**config.mk**
```make
export PLATFORM = sky130hd
export DESIGN_NAME = pipeline_stall_ctrl
export DESIGN_NICKNAME = d
export VERILOG_FILES = /design/src/rtl/pipe_ctrl_pkg.sv /design/src/rtl/sat_counter.sv /design/src/rtl/pipeline_stall_ctrl.sv
export SDC_FILE = /design/constraint.sdc
export NUM_CORES = 1
export LEC_CHECK = 0
export ABC_AREA = 1
export ABC_CLOCK_PERIOD_IN_PS = 1580
export BUFFER_PORTS_ARGS = -buffer_cell sky130_fd_sc_hd__buf_2
export CAP_MARGIN = 20
export CELL_PAD_IN_SITES_DETAIL_PLACEMENT = 0
export CELL_PAD_IN_SITES_GLOBAL_PLACEMENT = 1
export CORE_ASPECT_RATIO = 1.2
export CORE_MARGIN = 4
export CORE_UTILIZATION = 30
export DETAILED_ROUTE_END_ITERATION = 10
export HOLD_SLACK_MARGIN = 0.03
export PLACE_DENSITY = 0.73
export SETUP_SLACK_MARGIN = 0.3
export SLEW_MARGIN = 20
export SYNTH_ARGS = -nofsm -noshare
export SYNTH_HDL_FRONTEND = slang
export SYNTH_SLANG_ARGS = --single-unit
```
**constraint.sdc**
```tcl
create_clock -name clk_i -period 1.58 [get_ports clk_i]
set_input_delay 0.158 -clock clk_i [delete_from_list [all_inputs] [get_ports clk_i]]
set_output_delay 0.158 -clock clk_i [all_outputs]
set_load 0.02 [all_outputs]
```
**src/rtl/pipe_ctrl_pkg.sv**
```systemverilog
// Shared types and constants for the pipeline hazard/stall controller.
package pipe_ctrl_pkg;

    typedef enum logic [1:0] {
        RUN    = 2'd0,
        WAIT   = 2'd1,
        REFILL = 2'd2
    } state_e;

    localparam logic [4:0] REG_ZERO  = 5'd0;
    localparam int         CNT_W_DEF = 16;
    localparam int         REFILL_W  = 4;

endpackage

```
**src/rtl/sat_counter.sv**
```systemverilog
// Event counter that sticks at all-ones instead of wrapping.
module sat_counter #(
    parameter int W = 16
) (
    input  logic         clk_i,
    input  logic         rst_i,
    input  logic         inc_i,
    output logic [W-1:0] cnt_o
);

    logic [W-1:0] cnt_q;
    logic [W-1:0] cnt_d;

    // next count: hold once saturated
    always_comb begin
        cnt_d = cnt_q;
        if (inc_i && (cnt_q != {W{1'b1}})) begin
            cnt_d = cnt_q + W'(1);
        end else begin
            cnt_d = cnt_q;
        end
    end

    // count register
    always_ff @(posedge clk_i or posedge rst_i) begin
        if (rst_i) begin
            cnt_q <= '0;
        end else begin
            cnt_q <= cnt_d;
        end
    end

    assign cnt_o = cnt_q;

endmodule

```
**src/rtl/pipeline_stall_ctrl.sv**
```systemverilog
// Hazard and stall controller for the 5-stage pipeline: load-use bubbles,
// taken-branch flushes and a data-cache miss refill FSM that freezes everything.
module pipeline_stall_ctrl
    import pipe_ctrl_pkg::*;
#(
    parameter int CNT_W      = CNT_W_DEF,
    parameter int REFILL_CYC = 1
) (
    input  logic             clk_i,
    input  logic             rst_i,
    input  logic             idex_memread_i,
    input  logic [4:0]       idex_rt_i,
    input  logic [4:0]       ifid_rs_i,
    input  logic [4:0]       ifid_rt_i,
    input  logic             branch_taken_i,
    input  logic             exmem_memacc_i,
    input  logic             dcache_hit_i,
    input  logic             mem_ack_i,
    output logic             mem_req_o,
    output logic             stall_o,
    output logic             pc_write_o,
    output logic             ifid_write_o,
    output logic             ifid_flush_o,
    output logic             idex_bubble_o,
    output logic [CNT_W-1:0] stall_cnt_o,
    output logic [CNT_W-1:0] bubble_cnt_o
);

    localparam logic [REFILL_W-1:0] REFILL_LOAD = REFILL_W'(REFILL_CYC - 1);

    state_e              state_q, state_d;
    logic                mem_req_q, mem_req_d;
    logic [REFILL_W-1:0] refill_q, refill_d;

    logic miss_s;
    logic lu_s;
    logic stall_s;
    logic pc_write_s;
    logic ifid_write_s;
    logic ifid_flush_s;
    logic bubble_s;

    assign miss_s  = (state_q == RUN) & exmem_memacc_i & ~dcache_hit_i;
    assign lu_s    = idex_memread_i & (idex_rt_i != REG_ZERO) &
                     ((idex_rt_i == ifid_rs_i) | (idex_rt_i == ifid_rt_i));
    // Gated by reset so the pipeline runs freely the instant reset rises.
    assign stall_s = ~rst_i & ((state_q != RUN) | miss_s);

    // miss FSM next-state and refill bookkeeping
    always_comb begin
        state_d   = state_q;
        mem_req_d = mem_req_q;
        refill_d  = refill_q;
        case (state_q)
            RUN: begin
                if (miss_s) begin
                    state_d   = WAIT;
                    mem_req_d = 1'b1;
                end else begin
                    state_d   = RUN;
                end
            end
            WAIT: begin
                if (mem_ack_i) begin
                    state_d   = REFILL;
                    mem_req_d = 1'b0;
                    refill_d  = REFILL_LOAD;
                end else begin
                    state_d   = WAIT;
                end
            end
            REFILL: begin
                if (refill_q == {REFILL_W{1'b0}}) begin
                    state_d  = RUN;
                end else begin
                    refill_d = refill_q - REFILL_W'(1);
                end
            end
            default: begin
                state_d   = RUN;
                mem_req_d = 1'b0;
                refill_d  = {REFILL_W{1'b0}};
            end
        endcase
    end

    // FSM state register
    always_ff @(posedge clk_i or posedge rst_i) begin
        if (rst_i) begin
            state_q   <= RUN;
            mem_req_q <= 1'b0;
            refill_q  <= {REFILL_W{1'b0}};
        end else begin
            state_q   <= state_d;
            mem_req_q <= mem_req_d;
            refill_q  <= refill_d;
        end
    end

    // Enable priority: freeze, then load-use (its load may feed the branch), then flush.
    always_comb begin
        pc_write_s   = 1'b1;
        ifid_write_s = 1'b1;
        ifid_flush_s = 1'b0;
        bubble_s     = 1'b0;
        if (rst_i) begin
            pc_write_s   = 1'b1;
            ifid_write_s = 1'b1;
        end else if (stall_s) begin
            pc_write_s   = 1'b0;
            ifid_write_s = 1'b0;
        end else if (lu_s) begin
            pc_write_s   = 1'b0;
            ifid_write_s = 1'b0;
            bubble_s     = 1'b1;
        end else if (branch_taken_i) begin
            ifid_flush_s = 1'b1;
        end else begin
            pc_write_s   = 1'b1;
            ifid_write_s = 1'b1;
        end
    end

    assign mem_req_o     = mem_req_q;
    assign stall_o       = stall_s;
    assign pc_write_o    = pc_write_s;
    assign ifid_write_o  = ifid_write_s;
    assign ifid_flush_o  = ifid_flush_s;
    assign idex_bubble_o = bubble_s;

    sat_counter #(.W(CNT_W)) u_stall_cnt (
        .clk_i (clk_i),
        .rst_i (rst_i),
        .inc_i (stall_s),
        .cnt_o (stall_cnt_o)
    );

    sat_counter #(.W(CNT_W)) u_bubble_cnt (
        .clk_i (clk_i),
        .rst_i (rst_i),
        .inc_i (bubble_s),
        .cnt_o (bubble_cnt_o)
    );

endmodule

```
==> run summary, run 1 <==
Metal3 WL -> 306 µm
Post-Syn Area -> 2550 µm²
Inst Count DP -> 571
Post-detail-place hpwl -> 5150 µm
Drt pass-1 iters -> 4
Crit-path cells -> nor2_4 -> nand2_4 -> nand2_4 -> inv_4 -> buf_6 -> a31oi_4 -> buf_6
Worst vdd ir -> 0.601 mV
Routability cong. -> 0.807
Simple-gate share of the synthesized area -> 37.1%
Max Used Layer -> met4
Core Area -> 8200 µm²
Area share of fa/ha/maj cells after synthesis -> 1.96%
Sw frac -> 39.8%
Period utilization -> 108%
CP required -> 1.42 ns
Share of cells above drive strength 1 -> 44.8%
Ant. Diodes -> 0
Design Area, Final -> 4130 µm²
Clock transition at path regs -> 0.08 ns
Clock latency on the worst-skew pair -> 0.29 ns
Area contributors post-synth -> dfrtp_1 38%, nand2_1 18%, inv_1 9.1%, nand3_1 5.7%, nand4_1 3.9%
Failing checks -> setup timing
Drt drc -> 0
Sequential share of the synthesized area -> 38.2%
Pins over their slew limit -> 0
Die W -> 92.2 µm
PwrDens -> 1170 nW/µm²
Post-Synth XOR/XNOR Area -> 4.46%
DR WL met2 -> 3780 µm
Reg area -> 978 µm²
Achievable frequency -> 586 MHz
Worst-case reg-to-reg path depth -> 8
Die area -> 10100 µm²
Pre-CTS WS -> 0.00806 ns
Count leader, synth -> nand2_1
Post-synthesis compound-gate area fraction -> 6.47%
Drt via density -> 4.52
Maximum number of pins on one net before global-route repair -> 40
First-pass GRT wire length -> 12400 µm
Mux contribution to synthesized area -> 0%
Clock Skew -> 0.00749 ns
Status -> complete, but fails checks
CTS root buf -> clkbuf_8
Final setup fails -> 10
Reg2reg start -> state_q[1]
Net Sw Power -> 1.92 mW
Worst hold path type -> input pin to asynchronous set/reset pin
Post-Syn Instances -> 369
LEAKAGE -> 2.13 nW
Post-DRT Antenna Nets -> 0
Fillers -> 824
Internal Power -> 2.90 mW
Yosys warning total -> 0
Initial antenna violation count -> 0
Startpoint Class -> flop
Row cnt -> 36
Nature of the critical path endpoint -> output port
Final Hold Viols -> 0
WL per Instance -> 12.0 µm
M1 WL -> 3100 µm
Post-synth top area cell -> dfrtp_1
Die Height -> 109 µm
Top post-synthesis cells by count -> 122 x nand2_1, 62 x inv_1, 39 x dfrtp_1
IO Port Bufs -> 59
Initial core utilization -> 31.1%
Total wire length -> 7290 µm
Vias in the first global route -> 2726
Synthesized flop and latch total -> 39
CP max FO -> 3
CTS buffer count -> 5
Combinational Power Share -> 53.6%
Critical path type -> flop to output port
Area Overhead vs Synth -> 61.6%
Via count -> 2743
Non-filler instance count after layout -> 607
Number of synthesized flops with an enable pin -> 0
Mean area per synthesized cell -> 6.92 µm²
Nets@finish -> 518
Largest family of logic cells by synthesized area -> simple AND/OR/NAND/NOR gates
RSZ-0062 raised after global routing -> true
Placed Area -> 3310 µm²
Slew headroom -> 64.2%
Sequential share of power -> 28.3%
Max H-tree Level -> 2
Synth top area share -> 38.2%
Max stage delay on crit path -> 0.43 ns
IO Count -> 60
Total gr overflow -> 0
CTS sink cnt -> 39
Syn_nets -> 395
Main synth FF type -> dfrtp_1
Overall global routing resource usage -> 15.1%
Final setup margin -> -0.126 ns
Clock power share -> 18.2%
Post-synth ARST share -> 100%
Drt initial violations -> 56
Min Tclk post-route -> 1.71 ns
Actual slew at the worst max-slew pin -> 0.538 ns
Bufs on Longest Clock Path -> 2
Total power -> 4.82 mW
Slowest stage cell, crit path -> dfrtp_1
Unique masters post-synth -> 32
CP arrival -> 1.55 ns
Multi-input logic area -> 1710 µm²
Setup crit start -> state_q[1]
Setup TNS -> -0.798 ns
Max-Cap Viols -> 0
CTS tree -> done
[critical path: cells and delay by family, from the launching register on]
| family | cells | cell delay (ns) |
|---|---|---|
| compound gates | 1 | 0.19 |
| buf+inv | 3 | 0.30 |
| flops | 1 | 0.43 |
| simple gates | 3 | 0.33 |
[per-stage QoR]
| step | hold slack, ns | util, % |
|---|---|---|
| 6_report | 0.129 | 50.3 |
| 5_1_grt | 0.147 | 50.3 |
| 4_1_cts | 0.105 | 47.5 |
| 3_5_place_dp | 0.422 | 40.4 |
| 3_3_place_gp | 0.422 | 40.4 |
| 2_1_floorplan | 0.154 | - |
[registers in the layout, summed over array words and instances, names as in the netlist]
register            count
state_q                 2
mem_req_o               1
u_stall_cnt.cnt_o      16
u_bubble_cnt.cnt_o     16
refill_q                4
[logic make-up after synthesis]
kind of cell	count (synthesis)
XOR/XNOR	13
AND/OR/NAND/NOR	212
AO/OA/AOI/OAI	27
adder cells (fa/ha/maj)	4
flip-flops	39
buffers and inverters	74
[layer usage]
metal | GRT usage, % | up-vias
li1 | - | 1405
met1 | 17.7 | 1274
met2 | 27.9 | 53
met3 | 2.90 | 11
met4 | 4.35 | 0
met5 | 0 | -
[power groups by stage]
stage               combinational (mW)  sequential, mW  clock [mW]
floorplan                        0.916            1.53           0
global placement                  1.56            1.36           0
detailed placement                1.58            1.37           0
CTS                               2.18            1.35       0.910
global route                      2.80            1.39       0.957
finish                            2.58            1.36       0.876
[layout by cell type (no fill, tap or decap), drive strengths merged]
master    instances
nand2           125
buf             121
inv              67
dfrtp            39
nand3            31
nor2             26
nand4            17
o21ai            17
nor3             11
xnor2             9
clkbuf            6
xor2              4
ha                4
o21bai            3
a21oi             3
o31ai             2
nand3b            2
a31oi             2
clkinvlp          1
or2               1
bufinv            1
clkinv            1
[final timing paths]
check                                         to  slack [ns]
min                                  refill_q[1]        0.13
min in group clk_i                    state_q[1]        0.15
max                                 ifid_write_o       -0.13
max in group asynchronous   u_stall_cnt.cnt_o[0]        1.05
max reg2reg                u_bubble_cnt.cnt_o[2]       -0.10
min reg2reg                            mem_req_o        0.49
[cell type report]
type | instances | area share (%)
clock buffers | 6 | 2.00
repair buffers | 121 | 21.2
clock inverters | 2 | 0.849
inverters | 67 | 6.79
flip-flops and latches | 39 | 23.7
multi-input cells | 257 | 41.6
repair inverters | 1 | 0.394
well taps | 114 | 3.46
[timing repair]
action / 4_1_cts / 5_1_grt
endpoints found under the setup margin: 39 / 42
gates resized for setup: 85 / 41
buffers inserted: 17 / 9
cloned: 2 / 0
hold buffers: 0 / 0
pin swaps: 19 / 23
No activity file was read; power rests on OpenSTA's default activity.
==> run 2: changes to the inputs <==
==> constraint.sdc (replaced) <==
create_clock -name clk_i -period 1.58 [get_ports clk_i]
set_input_delay 0.316 -clock clk_i [delete_from_list [all_inputs] [get_ports clk_i]]
set_output_delay 0.316 -clock clk_i [all_outputs]
set_load 0.02 [all_outputs]
==> run 2 against run 1 <==
Sequential power about the same. Clock skew increased by 0.0014 ns. Combinational power decreased by 3%. Die area unchanged. First-iteration DRC count increased by 45%. Setup slack got worse by 0.097 ns. Register-to-register slack about the same. The flow still finishes with violations (setup timing). Cell count increased by 0.99%. Via count increased by 0.44%. Non-clock buffer count increased by 6. Critical endpoint unchanged. Count of clock-buffer cells in the layout unchanged.
==> run summary, run 2 (synthesized netlist as in run 1, its figures left out) <==
CTS sink cnt -> 39 (unchanged)
Pins over their slew limit -> 0 (unchanged)
Share of cells above drive strength 1 -> 44.1% (-0.74 points)
Area Overhead vs Synth -> 62.7%
Row cnt -> 36 (unchanged)
Status -> complete, but fails checks
CTS tree -> done
Maximum number of pins on one net before global-route repair -> 40 (unchanged)
Most frequent cells in the layout -> 102 x nand2_1, 57 x inv_1, 42 x buf_2, 42 x buf_6, 41 x buf_4
Post-detail-place hpwl -> 5110 µm (-0.75%)
Die area -> 10100 µm² (unchanged)
Min Tclk post-route -> 1.80 ns (+0.0967 ns)
Via count -> 2755 (+0.44%)
Initial antenna violation count -> 0 (unchanged)
Most common cell after layout, fill and taps aside -> nand2_1
CP arrival -> 1.49 ns (-0.06 ns)
Period utilization -> 114% (+6.1 points)
First-pass GRT wire length -> 12300 µm (-0.89%)
Pre-CTS WS -> -0.0948 ns (-0.103 ns)
Crit-path cells -> nor2_4 -> nand2_4 -> nand2_4 -> inv_6 -> a31oi_4 -> buf_6
Clock transition at path regs -> 0.08 ns (about the same)
Max H-tree Level -> 2 (unchanged)
CP required -> 1.26 ns (-0.16 ns)
Drt via density -> 4.49 (-0.55%)
Critical path type -> flop to output port
CTS buffer count -> 5 (unchanged)
WL per Instance -> 12.1 µm (+0.58%)
Final Hold Viols -> 0 (unchanged)
Clock Skew -> 0.00889 ns (+0.00140 ns)
Post-DRT Antenna Nets -> 0 (unchanged)
Die W -> 92.2 µm (unchanged)
CP max FO -> 3 (unchanged)
Worst hold path type -> input pin to asynchronous set/reset pin
WP buf/inv -> 2 (-1)
Vias in the first global route -> 2697 (-1.1%)
Most used cell, CP -> nand2_4
Drt initial violations -> 81 (+45%)
Overall global routing resource usage -> 15.0% (-0.036 points)
Nets@finish -> 524 (+1.2%)
Achievable frequency -> 555 MHz (-5.4%)
Initial core utilization -> 31.1% (unchanged)
Die Height -> 109 µm (unchanged)
Hold WS -> 0.292 ns (+0.163 ns)
Worst vdd ir -> 0.428 mV (-29%)
CTS root buf -> clkbuf_8
Slew headroom -> 64.0% (-0.14 points)
CP top delay family -> flip-flops
Total wire length -> 7400 µm (+1.6%)
Drt drc -> 0 (unchanged)
Max stage delay on crit path -> 0.42 ns (about the same)
Reg area -> 982 µm² (+0.38%)
Total gr overflow -> 0 (unchanged)
Drt pass-1 iters -> 4 (unchanged)
Max-Cap Viols -> 0 (unchanged)
Failing checks -> setup timing
Core Area -> 8200 µm² (unchanged)
Ant. Diodes -> 0 (unchanged)
IO Port Bufs -> 59 (unchanged)
Routability cong. -> 0.807 (about the same)
Actual slew at the worst max-slew pin -> 0.540 ns (+0.00215 ns)
Clock latency on the worst-skew pair -> 0.29 ns (about the same)
Final setup fails -> 24 (+14)
Slowest stage cell, crit path -> dfrtp_1
Bufs on Longest Clock Path -> 2 (unchanged)
Startpoint Class -> flop
Final setup margin -> -0.223 ns (-0.0967 ns)
IO Count -> 60 (unchanged)
Total power -> 4.77 mW (-1.0%)
Nature of the critical path endpoint -> output port
PwrDens -> 1150 nW/µm² (-1.7%)
Fillers -> 803 (-2.5%)
Multi-input logic area -> 1600 µm² (-6.6%)
RSZ-0062 raised after global routing -> true
LEAKAGE -> 2.11 nW (-1.0%)
[run 2: changes by cell type in the layout (fill, tap and decap cells not counted), moves of 4 or more]
cell     change
nand2_2      +4
buf_6       +20
nand3_2      -6
nand3_1      +9
buf_2       -12
nand2_4      -4
[run 2: repair_timing]
action,CTS,global route
resized for setup,108,40
gates cloned,2,0
setup buffers,18,16
hold buffers,0,0
endpoints found under the setup margin,50,57
pin swaps,25,14
[run 2: report_power, final]
part	leakage, nW	internal (mW)	switching [mW]
registers	0.503	1.19	0.171
logic	1.54	1.20	1.31
clock network	0.0612	0.512	0.386
total	2.11	2.90	1.87
[run 2: path summary, 6_finish.rpt]
check,start,end,slack [ns],cells past startpoint
max in group asynchronous,rst_i,u_bubble_cnt.cnt_o[2],0.89,3
worst max register to register,state_q[0],u_bubble_cnt.cnt_o[2],-0.10,9
worst min-delay path,rst_i,state_q[1],0.29,3
worst min register to register,mem_req_o,mem_req_o,0.49,2
worst max-delay path,state_q[0],ifid_write_o,-0.22,6
min in group clk_i,mem_ack_i,state_q[1],0.30,3
[run 2: layout make-up]
cell class	count	share of cell area [%]
Clock inverter	2	0.843
Timing Repair Buffer	127	24.7
Timing Repair inverter	1	0.271
Tap cell	114	3.43
Inverter	67	6.57
Sequential cell	39	23.6
Clock buffer	6	1.99
Multi-Input combinational cell	257	38.6
[run 2: worst register-to-register path: stages, from the launching register on]
cell,delay [ns]
dfrtp_1,0.42
nor2_4,0.18
nand2_4,0.09
nor2_4,0.17
buf_4,0.14
buf_6,0.08
buf_8,0.13
nand4_1,0.16
nand2_1,0.11
o21ai_0,0.07
[run 2: routing by layer]
metal  share of wire (%)  routed length, µm  vias up  global-route usage [%]
li1                    -                  -     1417                       -
met4                0.82                 61        0                    4.03
met3                 4.4                325        6                    3.31
met1                  43               3150     1282                    17.4
met5                   0                  0        -                       0
met2                  52               3860       50                    28.0
[run 2: through the flow]
| stage | instance area [µm²] | instances | util, % | setup TNS, ns |
|---|---|---|---|---|
| 5_1_grt | 4150 | 613 | 50.7 | -4.32 |
| 3_3_place_gp | 3260 | 569 | 39.8 | -0.255 |
| 3_5_place_dp | 3260 | 569 | 39.8 | -0.653 |
| 6_report | 4150 | 613 | 50.7 | -2.01 |
| 4_1_cts | 3890 | 597 | 47.5 | -0.886 |
| 2_1_floorplan | 2630 | 369 | - | -2.44 |
